[src/rtl/dir_lock_arbiter_pkg.sv]
// Shared types, parameter defaults and width helper for the direction-lock arbiter.
package dir_lock_arbiter_pkg;

   typedef enum logic [1:0] {
      ST_IDLE    = 2'd0,
      ST_LOCKED  = 2'd1,
      ST_RELEASE = 2'd2
   } state_t;

   localparam int unsigned N_CH_DEF     = 2;
   localparam int unsigned ID_W_DEF     = 1;
   localparam int unsigned HOLD_W_DEF   = 4;
   localparam int unsigned HOLD_MAX_DEF = 15;

   // ceil(log2(n)), never below 1 so a 2-channel build still has a 1-bit id
   function automatic int unsigned id_width(input int unsigned n);
      int unsigned w;
      w = 1;
      while ((32'd1 << w) < n) w = w + 1;
      return w;
   endfunction

endpackage

[src/rtl/dir_lock_arbiter_rr_pick.sv]
// Combinational round-robin picker: first eligible channel at or above rr_ptr, wrapping.
module dir_lock_arbiter_rr_pick
   import dir_lock_arbiter_pkg::*;
#(
   parameter int unsigned N_CH = N_CH_DEF,
   parameter int unsigned ID_W = ID_W_DEF
) (
   input  logic [N_CH-1:0] eligible,
   input  logic [ID_W-1:0] rr_ptr,
   output logic            valid,
   output logic [ID_W-1:0] winner,
   output logic [N_CH-1:0] onehot
);

   localparam logic [ID_W:0] N_VAL = (ID_W+1)'(N_CH);

   logic [N_CH-1:0] rotated;
   logic [N_CH-1:0] scan;
   logic [ID_W:0]   offset;
   logic [ID_W:0]   sum;

   always_comb begin
      // rotate so bit 0 is the channel at rr_ptr; the first set bit is the offset
      rotated = N_CH'({eligible, eligible} >> rr_ptr);
      scan    = rotated;
      valid   = 1'b0;
      offset  = '0;
      for (int unsigned i = 0; i < N_CH; i++) begin
         if (!valid && scan[0]) begin
            valid  = 1'b1;
            offset = (ID_W+1)'(i);
         end
         scan = scan >> 1;
      end
      sum = {1'b0, rr_ptr} + offset;
      if (sum >= N_VAL) sum = sum - N_VAL;
      winner = sum[ID_W-1:0];
      onehot = valid ? ({{(N_CH-1){1'b0}}, 1'b1} << winner) : '0;
   end

endmodule

[src/rtl/dir_lock_arbiter.sv]
// N-channel exclusive lock with round-robin arbitration, hold timeout and re-request mask.
module dir_lock_arbiter
   import dir_lock_arbiter_pkg::*;
#(
   parameter int unsigned N_CH     = N_CH_DEF,
   parameter int unsigned ID_W     = ID_W_DEF,
   parameter int unsigned HOLD_W   = HOLD_W_DEF,
   parameter int unsigned HOLD_MAX = HOLD_MAX_DEF
) (
   input  logic            clk,
   input  logic            rst_n,
   input  logic [N_CH-1:0] req,
   output logic [N_CH-1:0] grant,
   output logic [ID_W-1:0] lock_id,
   output logic            idle,
   output logic            timeout
);

   if (N_CH < 2) begin : g_bad_n_ch
      $error("dir_lock_arbiter: N_CH must be at least 2");
   end
   if (ID_W != id_width(N_CH)) begin : g_bad_id_w
      $error("dir_lock_arbiter: ID_W must equal ceil(log2(N_CH))");
   end
   if (HOLD_MAX >= (64'd1 << HOLD_W)) begin : g_bad_hold
      $error("dir_lock_arbiter: HOLD_MAX must fit in HOLD_W bits");
   end

   localparam logic [HOLD_W-1:0] HOLD_LAST = HOLD_W'((HOLD_MAX == 0) ? 0 : HOLD_MAX - 1);
   localparam logic [ID_W-1:0]   LAST_ID   = ID_W'(N_CH - 1);

   state_t            state, state_n;
   logic [N_CH-1:0]   grant_n, mask, mask_n;
   logic [ID_W-1:0]   lock_id_n, rr_ptr, rr_ptr_n;
   logic [HOLD_W-1:0] hold_cnt, hold_n;
   logic              idle_n, timeout_n;
   logic              pick_valid;
   logic [ID_W-1:0]   pick_id;
   logic [N_CH-1:0]   pick_onehot;
   logic              owner_req;

   dir_lock_arbiter_rr_pick #(
      .N_CH (N_CH),
      .ID_W (ID_W)
   ) u_rr_pick (
      .eligible (req & ~mask),
      .rr_ptr   (rr_ptr),
      .valid    (pick_valid),
      .winner   (pick_id),
      .onehot   (pick_onehot)
   );

   // grant is one-hot on the owner while locked, so this is req[owner]
   assign owner_req = |(req & grant);

   always_comb begin
      state_n   = state;
      grant_n   = '0;
      lock_id_n = '0;
      timeout_n = 1'b0;
      rr_ptr_n  = rr_ptr;
      hold_n    = hold_cnt;
      mask_n    = mask & req;
      unique case (state)
         ST_IDLE: begin
            if (pick_valid) begin
               state_n   = ST_LOCKED;
               grant_n   = pick_onehot;
               lock_id_n = pick_id;
               hold_n    = '0;
               rr_ptr_n  = (pick_id == LAST_ID) ? '0 : pick_id + ID_W'(1);
            end
         end
         ST_LOCKED: begin
            if (!owner_req) begin
               state_n = ST_RELEASE;
            end else if (HOLD_MAX != 0 && hold_cnt == HOLD_LAST) begin
               state_n   = ST_RELEASE;
               timeout_n = 1'b1;
               mask_n    = mask_n | grant;
            end else begin
               grant_n   = grant;
               lock_id_n = lock_id;
               if (hold_cnt != '1) hold_n = hold_cnt + HOLD_W'(1);
            end
         end
         ST_RELEASE: state_n = ST_IDLE;
         default:    state_n = ST_IDLE;
      endcase
      idle_n = (state_n == ST_IDLE);
   end

   always_ff @(posedge clk or negedge rst_n) begin
      if (!rst_n) begin
         state    <= ST_IDLE;
         grant    <= '0;
         lock_id  <= '0;
         idle     <= 1'b1;
         timeout  <= 1'b0;
         rr_ptr   <= '0;
         hold_cnt <= '0;
         mask     <= '0;
      end else begin
         state    <= state_n;
         grant    <= grant_n;
         lock_id  <= lock_id_n;
         idle     <= idle_n;
         timeout  <= timeout_n;
         rr_ptr   <= rr_ptr_n;
         hold_cnt <= hold_n;
         mask     <= mask_n;
      end
   end

endmodule

[config.mk]
export PLATFORM = sky130hd
export DESIGN_NAME = dir_lock_arbiter
export DESIGN_NICKNAME = d
export VERILOG_FILES = /design/src/rtl/dir_lock_arbiter_pkg.sv /design/src/rtl/dir_lock_arbiter_rr_pick.sv /design/src/rtl/dir_lock_arbiter.sv
export SDC_FILE = /design/constraint.sdc
export NUM_CORES = 1
export LEC_CHECK = 0
export ABC_AREA = 1
export CAP_MARGIN = 20
export CORE_ASPECT_RATIO = 1.2
export CORE_MARGIN = 4
export CORE_UTILIZATION = 40
export DETAILED_ROUTE_END_ITERATION = 10
export GPL_TIMING_DRIVEN = 0
export SYNTH_ARGS = -nofsm -noshare
export SYNTH_HDL_FRONTEND = slang
export SYNTH_SLANG_ARGS = --single-unit
[constraint.sdc]
create_clock -name clk -period 1.55 [get_ports clk]
set_input_delay 0.155 -clock clk [delete_from_list [all_inputs] [get_ports clk]]
set_output_delay 0.155 -clock clk [all_outputs]
set_load 0.005 [all_outputs]
Yosys cells after proc, flatten, opt, wreduce, memory -nomap -nowiden. Cells that the tools add are included.

RAM bits: 0. Register bits after elaboration: 14. Bits in latches: 0. ROM bits: 0. Bits of input ports: 4. Output and inout bits: 5. Word-level logic and storage cells: 64. Memories kept: 0.

$mul: 0. Order comparisons: 1. Mux-type cells: 28. Div/mod/pow operators: 0. Shifts and indexed selects: 2. Bitwise operators: 5. Equality and inequality tests: 8. Reductions and logical operators: 8. $add $sub $neg: 4.

Operator list (count): $mux W2 (9); $mux W4 (4); $mux W1 (11); $ne A2 B2 Y1 const B (4); $pmux W2 S2 (2); $pmux W4 S2 (1); $and A2 B2 Y2 (3); $reduce_and A5 Y1 (1); $add A4 B1 Y4 const B (1); $eq A4 B4 Y1 const B (1); $logic_not A2 Y1 (2); $ne A4 B4 Y1 const B (1); $shr A4 B1 Y2 (1); $ne A3 B3 Y1 const B (1); $add A1 B1 Y2 (1); $eq A2 B1 Y1 const B (1); $ge A2 B2 Y1 const B (1); $not A2 Y2 (1); $or A2 B2 Y2 (1); $pmux W1 S2 (1); $reduce_and A2 Y1 (1); $reduce_bool A2 Y1 (1); $reduce_or A2 Y1 (1); $shl A1 B1 Y2 const A (1); other kinds (4) (4).

Depth between registers and ports, before layout.
Depth after elaboration: 13. Mapped depth: 9. Mapped depth without buffers: 9.

Modules after synthesis. A second synthesis with hierarchy kept.

Cell total of the unflattened synthesis: 87. Area total of the unflattened synthesis: 681.9 um^2.

Modules (own cells, without submodules): dir_lock_arbiter (cells each 78, area an instance 644.4 um^2, sequential area each 351.6 um^2, times used 1); dir_lock_arbiter_rr_pick (cells each 9, area an instance 37.5 um^2, sequential area each 0.0 um^2, times used 1).

Worst setup path before layout. OpenSTA, ideal clock, no wires.

Path kind: reg-to-reg. Start point: reg hold_cnt[0]. End point: reg hold_cnt[0]. Cell stages (with the launch flop): 8. Setup time: 0.118 ns. Required time: 1.432 ns. Arrival: 1.063 ns. Slack: 0.369 ns. Period minus slack after synthesis: 1.181 ns. Buffers on the path: 0. Path through: dfrtp_1 -> ha_1 -> nand2_1 -> nor2_2 -> nor2_2 -> nand3_2 -> nand2_1 -> nand2_1.

Word-level cells in the longest chain between the ends: 5. Elaborated cells on any way between the ends: 10. Classes of those cells: add/sub: 1; eq/ne: 4; mux: 4; reduce/logical: 1.

Ends and longest elaborated chain: start: declaration (line dir_lock_arbiter.sv:35) `logic [HOLD_W-1:0] hold_cnt, hold_n;`; start signal: assignment (line dir_lock_arbiter.sv:110) `hold_cnt <= hold_n;`; $add A4 B1 Y4 (line dir_lock_arbiter.sv:84) `if (hold_cnt != '1) hold_n = hold_cnt + HOLD_W'(1);`; $mux W4 (line dir_lock_arbiter.sv:84); $mux W4 (line dir_lock_arbiter.sv:77) `end else if (HOLD_MAX != 0 && hold_cnt == HOLD_LAST) begin`; $mux W4 (line dir_lock_arbiter.sv:75) `if (!owner_req) begin`; $pmux W4 S2 (line dir_lock_arbiter.sv:64) `unique case (state)`.

Several ways; a longest one is shown, not always the timed one. The select of a mux whose other input is x is not followed. A chain may end at the register's enable or synchronous reset.

Worst setup path after layout.
Start point: reg idle. End point: out idle.

RTL lines: start: declaration (line dir_lock_arbiter.sv:15) `output logic idle,`; start signal: assignment (line dir_lock_arbiter.sv:107) `idle <= idle_n;`.

No word-level cell between the ends.

==> impl_metrics.yaml <==
outcome:
  status: "finished clean"
synth:
  synth_top_family_by_area: "simple AND/OR/NAND/NOR gates"
  synth_xor_area_share_pct: 1.25
  yosysWarnings: 0
  syn_inst: 84
  netlist_area_sq_um: 701
  synthSimpleGateAreaFrac_pct: 32.0
  synth_mux_area_share_pct: 0
  synthAdderAreaFrac_pct: 3.57
  ys_seq_area_share_pct: 46.6
  synth-seq-cells: 13
  synth_cell_type_count: 22
  avgSynthCellArea_sq_um: 8.34
  synth-compound-area-share_pct: 9.64
  syn-num-nets: 90
setup_path:
  critPathKind: "reg2out"
  required_ns: 1.39
  crit_arrival_ns: 1.28
  critical_path_buf_inv_count: 1
  crit_chain: "clkdlybuf4s50_1"
  critPathTopFamily: "flip-flops"
  critical-path-slowest-cell: "dfstp_2"
  regToRegSetupSlack_ns: 0.25
  path_max_fanout: 1
  worst_setup_path_start_kind: "flip-flop"
  max_stage_delay_ns: 0.52
  endpoint_kind: "output pin"
sta:
  setup-tns-final_ns: 0
  hold_ws_ns: 0.253
  rsz0062_at_grt: "no"
  fmax_mhz: 695
  period_minus_slack_ns: 1.44
  relSlewSlack_pct: 59.8
  tightest_slew_ns: 0.602
  setup_viol: 0
  setup_slack_ns: 0.111
  period_share_pct: 92.9
  fin_worst_skew_ns: 0.00440
  hold_viol: 0
  slew_viol_final: 0
placed_design:
  gp_congestion: 0.756
  dp_slack_ns: 0.171
  dp.cells: 110
  io_buffers: 8
  hpwl_mm: 1.03
detailed_routing:
  first_iter_violations: 5
  wirelength_mm: 1.27
  firstDrtPassIters: 4
  drtAntennaViolNets: 0
  drt-vias-per-instance: 4.86
  drc: 0
  wl_per_cell_um: 11.2
  vias: 554
cts:
  clk_latency_ns: 0.28
  cts_htree_levels: 1
  hold_buffers: 0
  cts_setup_buffers: 0
  clkTransAtPathRegs_ns: 0.08
  cts_buffers: 3
  clock_sinks: 13
  cts_tree: "built"
  cts_root_buf: "clkbuf_4"
  cts_resized: 0
  clockBufferDepth: 2
grt:
  grt_pass1_wl_mm: 2.12
  grt_pass1_vias: 499
  track_usage_pct: 12.3
  antenna_found_initial: 0
  grt_max_degree: 14
  grt_overflow: 0
floorplan:
  start_util_pct: 42.7
  num_rows: 16
  io_pins: 9
  die-area_sq_um: 2490
  coreArea_sq_um: 1640
  die_width_um: 46.2
  die_h_um: 53.8
hold_path:
  hp-class: "in2async"
pwr:
  power_density_nw_per_um2: 1440
  p_leak_nw: 0.382
  total_power_mw: 1.19
  vdd_drop_max_mv: 0.696
finish:
  area_growth_pct: 18.4
  fin_nets: 103
  diodes: 0
  fill_cells: 155
  fin_cells: 114
  layout-drive-gt1-share_pct: 21.9
run:
  maxCapViolations: 0
-- synth_stat cells --
cell type | number | share of area (%)
a21oi_1 | 1 | 0.71
xnor2_1 | 1 | 1.3
nor2_2 | 4 | 3.6
nand4_1 | 2 | 1.8
dfstp_2 | 1 | 3.8
o21bai_1 | 1 | 1.1
nand2_1 | 24 | 13
dfrtp_1 | 12 | 43
o211ai_1 | 1 | 1.1
a21boi_0 | 1 | 1.1
buf_4 | 1 | 1.1
inv_2 | 3 | 1.6
nand2_2 | 4 | 3.6
nand3_1 | 4 | 2.9
inv_1 | 8 | 4.3
nor2_1 | 5 | 2.7
nand3_2 | 1 | 1.4
ha_1 | 2 | 3.6
o21a_1 | 1 | 1.1
nor2_4 | 2 | 3.2
o21ai_0 | 3 | 2.1
o21ai_2 | 2 | 2.5
-- cell type report --
type	instances	area (sq um)	area share (%)
clock buffers	4	26.3	3.17
inverters	11	41.3	4.98
flip-flops and latches	13	327	39.4
well taps	18	22.5	2.71
repair buffers	8	80.1	9.65
multi-input cells	59	325	39.2
plain buffers	1	7.51	0.905
-- per-stage QoR --
| stage | util, % | instance area (sq um) |
|---|---|---|
| detailed placement | 48.9 | 803 |
| floorplan | - | 701 |
| CTS | 50.5 | 830 |
| global route | 50.5 | 830 |
| finish | 50.5 | 830 |
| global placement | 48.9 | 803 |
-- cell families after synthesis --
family	Yosys count
simple gates	46
compound gates	10
fa+ha+maj	2
buf+inv	12
xor+xnor	1
flops	13
-- per-layer routing --
| metal | wire [um] | global-route usage (%) | vias up |
|---|---|---|---|
| li1 | - | - | 288 |
| met1 | 579 | 14.2 | 253 |
| met2 | 613 | 20.2 | 8 |
| met3 | 45 | 3.01 | 5 |
| met4 | 34 | 7.11 | 0 |
| met5 | 0 | 0 | - |
-- cell usage in the layout (no fill, tap or decap), drive strengths merged --
master	synthesis	layout
a21boi	1	1
nand3	5	5
nand2	28	28
o21a	1	1
dfstp	1	1
xnor2	1	1
o21ai	5	5
ha	2	2
clkbuf	0	4
o211ai	1	1
nand4	2	2
clkdlybuf4s50	0	8
o21bai	1	1
a21oi	1	1
inv	11	11
dfrtp	12	12
nor2	11	11
buf	1	1
-- flip-flops by register name, indices dropped and copies added, names as in the netlist --
register  flops
mask          2
hold_cnt      4
rr_ptr        1
idle          1
state         2
grant         2
timeout       1
-- path summary, 6_finish.rpt --
kind | endpoint | from | depth (start not counted)
max in group asynchronous | hold_cnt[3] | rst_n | 1
worst min-delay path | rr_ptr | rst_n | 1
worst max-delay path | idle | idle | 1
worst min register to register | mask[1] | mask[1] | 2
min in group clk | mask[1] | mask[1] | 2
worst max register to register | hold_cnt[0] | hold_cnt[1] | 7
-- report_power, final --
group	switching, mW	internal (mW)
clock network	0.110	0.0998
logic	0.280	0.207
registers	0.0658	0.429
total	0.455	0.736
(Power assumes the default switching activity.)
